### config.mk
export PLATFORM = sky130hd
export DESIGN_NAME = id_ex_latch
export DESIGN_NICKNAME = d
export VERILOG_FILES = /design/src/rtl/cpu_types_pkg.sv /design/src/rtl/id_ex_if.sv /design/src/rtl/load_use_detect.sv /design/src/rtl/id_ex_latch.sv
export SDC_FILE = /design/constraint.sdc
export NUM_CORES = 1
export LEC_CHECK = 0
export CORE_ASPECT_RATIO = 0.5
export CORE_MARGIN = 1
export CORE_UTILIZATION = 48
export CTS_CLUSTER_SIZE = 40
export DETAILED_ROUTE_END_ITERATION = 8
export GPL_ROUTABILITY_DRIVEN = 0
export PLACE_DENSITY = 0.95
export SLEW_MARGIN = 20
export SYNTH_ARGS = -nofsm -noshare
export SYNTH_HDL_FRONTEND = slang
export SYNTH_SLANG_ARGS = --single-unit
export TNS_END_PERCENT = 10
### constraint.sdc
create_clock -name CLK -period 11.65 [get_ports CLK]
set_clock_uncertainty 0.05 [all_clocks]
set_input_delay 2.33 -clock CLK [delete_from_list [all_inputs] [get_ports CLK]]
set_output_delay 2.33 -clock CLK [all_outputs]
set_load 0.02 [all_outputs]
### src/rtl/cpu_types_pkg.sv
// Shared CPU datapath types: ALU opcodes, register index and word.
// Imported by the pipeline latches and the hazard logic.
package cpu_types_pkg;

    typedef logic [4:0]  regbits_t;
    typedef logic [31:0] word_t;

    typedef enum logic [3:0] {
        ALU_SLL  = 4'd0,
        ALU_SRL  = 4'd1,
        ALU_ADD  = 4'd2,
        ALU_SUB  = 4'd3,
        ALU_AND  = 4'd4,
        ALU_OR   = 4'd5,
        ALU_XOR  = 4'd6,
        ALU_NOR  = 4'd7,
        ALU_SLT  = 4'd8,
        ALU_SLTU = 4'd9
    } aluop_t;

    localparam regbits_t REG_ZERO = 5'd0;

endpackage

### src/rtl/id_ex_if.sv
// One ID/EX control+data bundle.
// Modports: id (producer), ex (consumer), tb (observer).
interface id_ex_if;
    import cpu_types_pkg::*;

    logic     valid;
    logic     reg_write;
    logic     mem_read;
    logic     mem_write;
    logic     halt;
    aluop_t   aluop;
    regbits_t rs;
    regbits_t rt;
    regbits_t reg_sel;
    word_t    rdat1;
    word_t    rdat2;
    word_t    imm;
    word_t    pc4;

    modport id (
        output valid, reg_write, mem_read, mem_write, halt,
        output aluop, rs, rt, reg_sel,
        output rdat1, rdat2, imm, pc4
    );

    modport ex (
        input valid, reg_write, mem_read, mem_write, halt,
        input aluop, rs, rt, reg_sel,
        input rdat1, rdat2, imm, pc4
    );

    modport tb (
        input valid, reg_write, mem_read, mem_write, halt,
        input aluop, rs, rt, reg_sel,
        input rdat1, rdat2, imm, pc4
    );

endinterface

### src/rtl/load_use_detect.sv
// Combinational load-use hazard check against the instruction in EX.
// Ports: ex (EX bundle), rs_id/rt_id (ID sources), stall (hazard).
module load_use_detect
    import cpu_types_pkg::*;
(
    id_ex_if.ex      ex,
    input  regbits_t rs_id,
    input  regbits_t rt_id,
    output logic     stall
);

    logic dst_live;
    logic src_hit;

    // $0 is hardwired, so a load targeting it never produces a value
    assign dst_live = ex.valid & ex.mem_read & (ex.reg_sel != REG_ZERO);
    assign src_hit  = (ex.reg_sel == rs_id) | (ex.reg_sel == rt_id);
    assign stall    = dst_live & src_hit;

endmodule

### src/rtl/id_ex_latch.sv
// ID/EX pipeline register with load-use bubble insertion and sticky halt.
// Ports: CLK/RST, ihit/dhit/mem_busy/flush, *_id in, *_ex out, stall_id.
module id_ex_latch
    import cpu_types_pkg::*;
#(
    parameter bit HALT_STICKY = 1'b1
) (
    input  logic     CLK,
    input  logic     RST,
    input  logic     ihit,
    input  logic     dhit,
    input  logic     mem_busy,
    input  logic     flush,
    input  logic     valid_id,
    input  logic     regWrite_id,
    input  logic     memRead_id,
    input  logic     memWrite_id,
    input  logic     halt_id,
    input  aluop_t   aluop_id,
    input  regbits_t rs_id,
    input  regbits_t rt_id,
    input  regbits_t regSel_id,
    input  word_t    rdat1_id,
    input  word_t    rdat2_id,
    input  word_t    imm_id,
    input  word_t    pc4_id,
    output logic     valid_ex,
    output logic     regWrite_ex,
    output logic     memRead_ex,
    output logic     memWrite_ex,
    output logic     halt_ex,
    output aluop_t   aluop_ex,
    output regbits_t rs_ex,
    output regbits_t rt_ex,
    output regbits_t regSel_ex,
    output word_t    rdat1_ex,
    output word_t    rdat2_ex,
    output word_t    imm_ex,
    output word_t    pc4_ex,
    output logic     stall_id
);

    id_ex_if u_id ();
    id_ex_if u_ex ();

    logic     advance;
    logic     bubble;

    logic     valid_d,     valid_q;
    logic     reg_write_d, reg_write_q;
    logic     mem_read_d,  mem_read_q;
    logic     mem_write_d, mem_write_q;
    logic     halt_d,      halt_q;
    aluop_t   aluop_d,     aluop_q;
    regbits_t rs_d,        rs_q;
    regbits_t rt_d,        rt_q;
    regbits_t reg_sel_d,   reg_sel_q;
    word_t    rdat1_d,     rdat1_q;
    word_t    rdat2_d,     rdat2_q;
    word_t    imm_d,       imm_q;
    word_t    pc4_d,       pc4_q;

    assign u_id.valid     = valid_id;
    assign u_id.reg_write = regWrite_id;
    assign u_id.mem_read  = memRead_id;
    assign u_id.mem_write = memWrite_id;
    assign u_id.halt      = halt_id;
    assign u_id.aluop     = aluop_id;
    assign u_id.rs        = rs_id;
    assign u_id.rt        = rt_id;
    assign u_id.reg_sel   = regSel_id;
    assign u_id.rdat1     = rdat1_id;
    assign u_id.rdat2     = rdat2_id;
    assign u_id.imm       = imm_id;
    assign u_id.pc4       = pc4_id;

    assign u_ex.valid     = valid_q;
    assign u_ex.reg_write = reg_write_q;
    assign u_ex.mem_read  = mem_read_q;
    assign u_ex.mem_write = mem_write_q;
    assign u_ex.halt      = halt_q;
    assign u_ex.aluop     = aluop_q;
    assign u_ex.rs        = rs_q;
    assign u_ex.rt        = rt_q;
    assign u_ex.reg_sel   = reg_sel_q;
    assign u_ex.rdat1     = rdat1_q;
    assign u_ex.rdat2     = rdat2_q;
    assign u_ex.imm       = imm_q;
    assign u_ex.pc4       = pc4_q;

    load_use_detect u_lud (
        .ex    (u_ex),
        .rs_id (rs_id),
        .rt_id (rt_id),
        .stall (stall_id)
    );

    // A completing data access lets the pipe move even while fetch waits
    assign advance = (ihit & ~mem_busy) | dhit;
    assign bubble  = flush | stall_id;

    always_comb begin
        valid_d     = valid_q;
        reg_write_d = reg_write_q;
        mem_read_d  = mem_read_q;
        mem_write_d = mem_write_q;
        halt_d      = halt_q;
        aluop_d     = aluop_q;
        rs_d        = rs_q;
        rt_d        = rt_q;
        reg_sel_d   = reg_sel_q;
        rdat1_d     = rdat1_q;
        rdat2_d     = rdat2_q;
        imm_d       = imm_q;
        pc4_d       = pc4_q;
        if (advance) begin
            if (bubble) begin
                valid_d     = 1'b0;
                reg_write_d = 1'b0;
                mem_read_d  = 1'b0;
                mem_write_d = 1'b0;
                halt_d      = 1'b0;
                aluop_d     = ALU_SLL;
                rs_d        = '0;
                rt_d        = '0;
                reg_sel_d   = '0;
                rdat1_d     = '0;
                rdat2_d     = '0;
                imm_d       = '0;
                pc4_d       = '0;
            end else begin
                valid_d     = u_id.valid;
                reg_write_d = u_id.reg_write;
                mem_read_d  = u_id.mem_read;
                mem_write_d = u_id.mem_write;
                halt_d      = u_id.halt;
                aluop_d     = u_id.aluop;
                rs_d        = u_id.rs;
                rt_d        = u_id.rt;
                reg_sel_d   = u_id.reg_sel;
                rdat1_d     = u_id.rdat1;
                rdat2_d     = u_id.rdat2;
                imm_d       = u_id.imm;
                pc4_d       = u_id.pc4;
            end
        end
        // A latched halt survives later flushes and bubbles
        if (HALT_STICKY && halt_q) begin
            halt_d = 1'b1;
        end
    end

    always_ff @(posedge CLK or posedge RST) begin
        if (RST) begin
            valid_q     <= 1'b0;
            reg_write_q <= 1'b0;
            mem_read_q  <= 1'b0;
            mem_write_q <= 1'b0;
            halt_q      <= 1'b0;
            aluop_q     <= ALU_SLL;
            rs_q        <= '0;
            rt_q        <= '0;
            reg_sel_q   <= '0;
            rdat1_q     <= '0;
            rdat2_q     <= '0;
            imm_q       <= '0;
            pc4_q       <= '0;
        end else begin
            valid_q     <= valid_d;
            reg_write_q <= reg_write_d;
            mem_read_q  <= mem_read_d;
            mem_write_q <= mem_write_d;
            halt_q      <= halt_d;
            aluop_q     <= aluop_d;
            rs_q        <= rs_d;
            rt_q        <= rt_d;
            reg_sel_q   <= reg_sel_d;
            rdat1_q     <= rdat1_d;
            rdat2_q     <= rdat2_d;
            imm_q       <= imm_d;
            pc4_q       <= pc4_d;
        end
    end

    assign valid_ex    = u_ex.valid;
    assign regWrite_ex = u_ex.reg_write;
    assign memRead_ex  = u_ex.mem_read;
    assign memWrite_ex = u_ex.mem_write;
    assign halt_ex     = u_ex.halt;
    assign aluop_ex    = u_ex.aluop;
    assign rs_ex       = u_ex.rs;
    assign rt_ex       = u_ex.rt;
    assign regSel_ex   = u_ex.reg_sel;
    assign rdat1_ex    = u_ex.rdat1;
    assign rdat2_ex    = u_ex.rdat2;
    assign imm_ex      = u_ex.imm;
    assign pc4_ex      = u_ex.pc4;

endmodule
==> impl_metrics.ini <==
[layout]
area_delta_synth_final_pct = 46.07
n_antenna_cell = 0
drive_above_1_share_pct = 3.968
instances_no_fill = 1355
multi_input_area_mm2 = 0.003615
ff_latch_area_mm2 = 0.003804
num-fill-cells = 1096
fin_nets = 1279
final_area_mm2 = 0.01150

[worst_setup_path]
endpoint_kind = output port
cp_cell_sequence = clkdlybuf4s50_1, xnor2_1, nand3_1, o22ai_4, nor2b_1, clkdlybuf4s50_1
cp_num_buf_inv = 2
crit_type = primary input to output port
start_kind = primary input
critPathMaxFanout = 3
max_stage_delay_ps = 680
cp.arrival_ps = 4440
critical-path-slowest-cell = clkdlybuf4s50_1
worstPathRequired_ps = 9270
path_delay_family = buffers and inverters
crit_top_cell = clkdlybuf4s50_1

[drt]
first_pass_iters = 5
drt_wl_total_um = 25670
via_count = 8519
drc = 0
detail-route-antenna-nets = 0
viasPerCell = 6.287
wire_per_inst_um = 18.94
drt_iter0_drc = 753

[floorplan]
coreArea_mm2 = 0.01570
ios = 311
die_area_mm2 = 0.01696
die_y_um = 92.58
rows = 32
die_w_um = 183.2
start_util_pct = 50.18

[placement]
place_area_mm2 = 0.01090
dp_cells = 1322
dp_hpwl_um = 16040
io_buffers = 310

[global_routing]
grt_max_degree = 305
grt_antenna_before_repair = 0
grt-ovfl-total = 0
grt_usage_pct = 30.34
grt_pass1_wl_um = 41420
grt_pass1_vias = 8216

[timing]
finalSetupViolations = 0
slew_headroom_pct = 27.77
fin_setup_tns_ps = 0
fmax_ghz = 0.1466
hold-worst-slack_ps = 446.6
rsz0062_at_grt = false
period_minus_slack_ps = 6823
timing.final.crit_share_pct = 58.57
final_hold_viol_count = 0
slew_viol_final = 0
tightest_slew_ps = 1083

[logic_synthesis]
yosysWarnings = 0
synthXorXnorAreaFrac_pct = 1.112
synth_top_family_by_area = simple AND/OR/NAND/NOR gates
synthAdderAreaFrac_pct = 0
muxShareOfSynthArea_pct = 0
synth_seq_cells = 152
syn_area_mm2 = 0.007876
synth.avg_cell_area_um2 = 8.771
yosys.area_share.simple_pct = 29.47
syn-instance-count = 898
yosysSeqAreaShare_pct = 48.29
syn-num-nets = 1056
netlist-cell-type-count = 20
synth_compound_area_share_pct = 14.84

[job]
cap_violations = 0

[cts]
insertion_delay_ps = 400
hold_buffers = 0
numClockSinks = 152
cts_setup_buffers = 0
cts_buffers = 17
clk_path_buf_depth = 2
clkTransAtPathRegs_ps = 70
htreeDepth = 4
cts_tree = yes
clockRootBuffer = clkbuf_16
cts_resized = 0

[power]
swShare_pct = 33.21
ir_drop_uv = 126.4
share_comb_of_total_power_pct = 31.3
pwr-share-seq_pct = 37.3
p_sw_mw = 0.5834
powerDensity_mw_per_mm2 = 152.7
power.internal_mw = 1.173
clkPwrFrac_pct = 31.4
p_total_mw = 1.757
leakage_nw = 4.280

[status]
status = finished, final reports clean

[min_path]
hp-class = flip-flop to flip-flop
power groups by stage:
stage	clock, mW	sequential (mW)	combinational (mW)
detailed placement	0	0.663	0.547
CTS	0.559	0.655	0.549
floorplan	0	0.755	0.181
global placement	0	0.660	0.532
finish	0.551	0.656	0.550
global route	0.582	0.665	0.586
worst register-to-register path, stage by stage, from the launching register on:
cell      delay, ps
dfrtp_1         450
or4_1           600
o211ai_4        190
buf_4           810
buf_4           680
nand4_1         230
o211ai_1        190
cells in the mapped netlist:
| cell | number | area share (%) |
|---|---|---|
| buf_2 | 15 | 0.95 |
| inv_1 | 1 | 0.048 |
| buf_6 | 1 | 0.14 |
| or4_1 | 1 | 0.095 |
| dfrtp_1 | 152 | 48 |
| buf_1 | 6 | 0.29 |
| nand2b_1 | 2 | 0.16 |
| a41oi_1 | 1 | 0.11 |
| clkbuf_1 | 87 | 4.1 |
| clkinv_1 | 1 | 0.048 |
| buf_4 | 7 | 0.67 |
| nand2_1 | 154 | 7.3 |
| o31ai_1 | 1 | 0.095 |
| nand3_1 | 153 | 9.7 |
| o211ai_2 | 1 | 0.16 |
| nand4_1 | 151 | 12 |
| nor2b_1 | 2 | 0.16 |
| o22ai_1 | 1 | 0.079 |
| o211ai_1 | 151 | 14 |
| xnor2_1 | 10 | 1.1 |
registers in the layout (all words and copies together), names as in the netlist:
| signal | cells |
|---|---|
| imm_ex | 32 |
| pc4_ex | 32 |
| rdat1_ex | 32 |
| rdat2_ex | 32 |
| regSel_ex | 5 |
| rs_ex | 5 |
| rt_ex | 5 |
| aluop_ex | 4 |
| halt_ex | 1 |
| memRead_ex | 1 |
| memWrite_ex | 1 |
| regWrite_ex | 1 |
| valid_ex | 1 |
cells by family after synthesis:
family	Yosys count
compound gates	155
xor+xnor	10
buf+inv	118
flops	152
simple gates	463
final cells by class:
type / count / area share [%]
Inverter: 2 / 0.1740
Clock inverter: 12 / 1.240
Clock buffer: 20 / 3.796
Multi-Input combinational cell: 628 / 31.42
Sequential cell: 152 / 33.06
Tap cell: 221 / 2.403
Timing Repair Buffer: 320 / 27.91
cell usage in the layout (no fill, tap or decap):
cell type          n
a41oi_1            1
clkdlybuf4s50_1  310
dfrtp_1          152
o22ai_4            1
nand2b_4           1
bufinv_16          2
o211ai_4           1
o31ai_1            1
nand2_1          154
or4_1              1
nor2b_4            1
clkinvlp_4         4
clkbuf_16         17
nand4_1          151
inv_6              5
nand3_1          153
clkbuf_1           3
nand2b_1           1
buf_4              8
inv_8              1
buf_12             1
buf_16             1
o211ai_1         151
xnor2_1           10
nor2b_1            1
clkinv_4           2
final timing paths:
check,slack (ps),from,cells after the start,end
worst max register to register,8360,regSel_ex[2],6,pc4_ex[3]
worst min register to register,450,pc4_ex[7],2,pc4_ex[7]
worst min-delay path,450,pc4_ex[7],2,pc4_ex[7]
max in group asynchronous,7770,RST,3,regSel_ex[3]
worst max-delay path,4830,rs_id[0],6,stall_id
min in group asynchronous,2410,RST,2,rdat1_ex[13]
per-stage QoR:
step | util [%] | setup slack (ps)
floorplan | - | 5177
global placement | 69.44 | 4848
detailed placement | 69.44 | 4843
CTS | 73.13 | 4821
global route | 73.30 | 4734
finish | 73.30 | 4827
layer usage:
metal	up-vias	global-route usage, %	share of wire, %
met2	386	51.90	50
met3	93	5.505	5.7
met4	0	16.39	5.0
li1	3838	-	-
met5	-	0	0
met1	4202	36.78	39
Power figures use the tool's default switching activity.
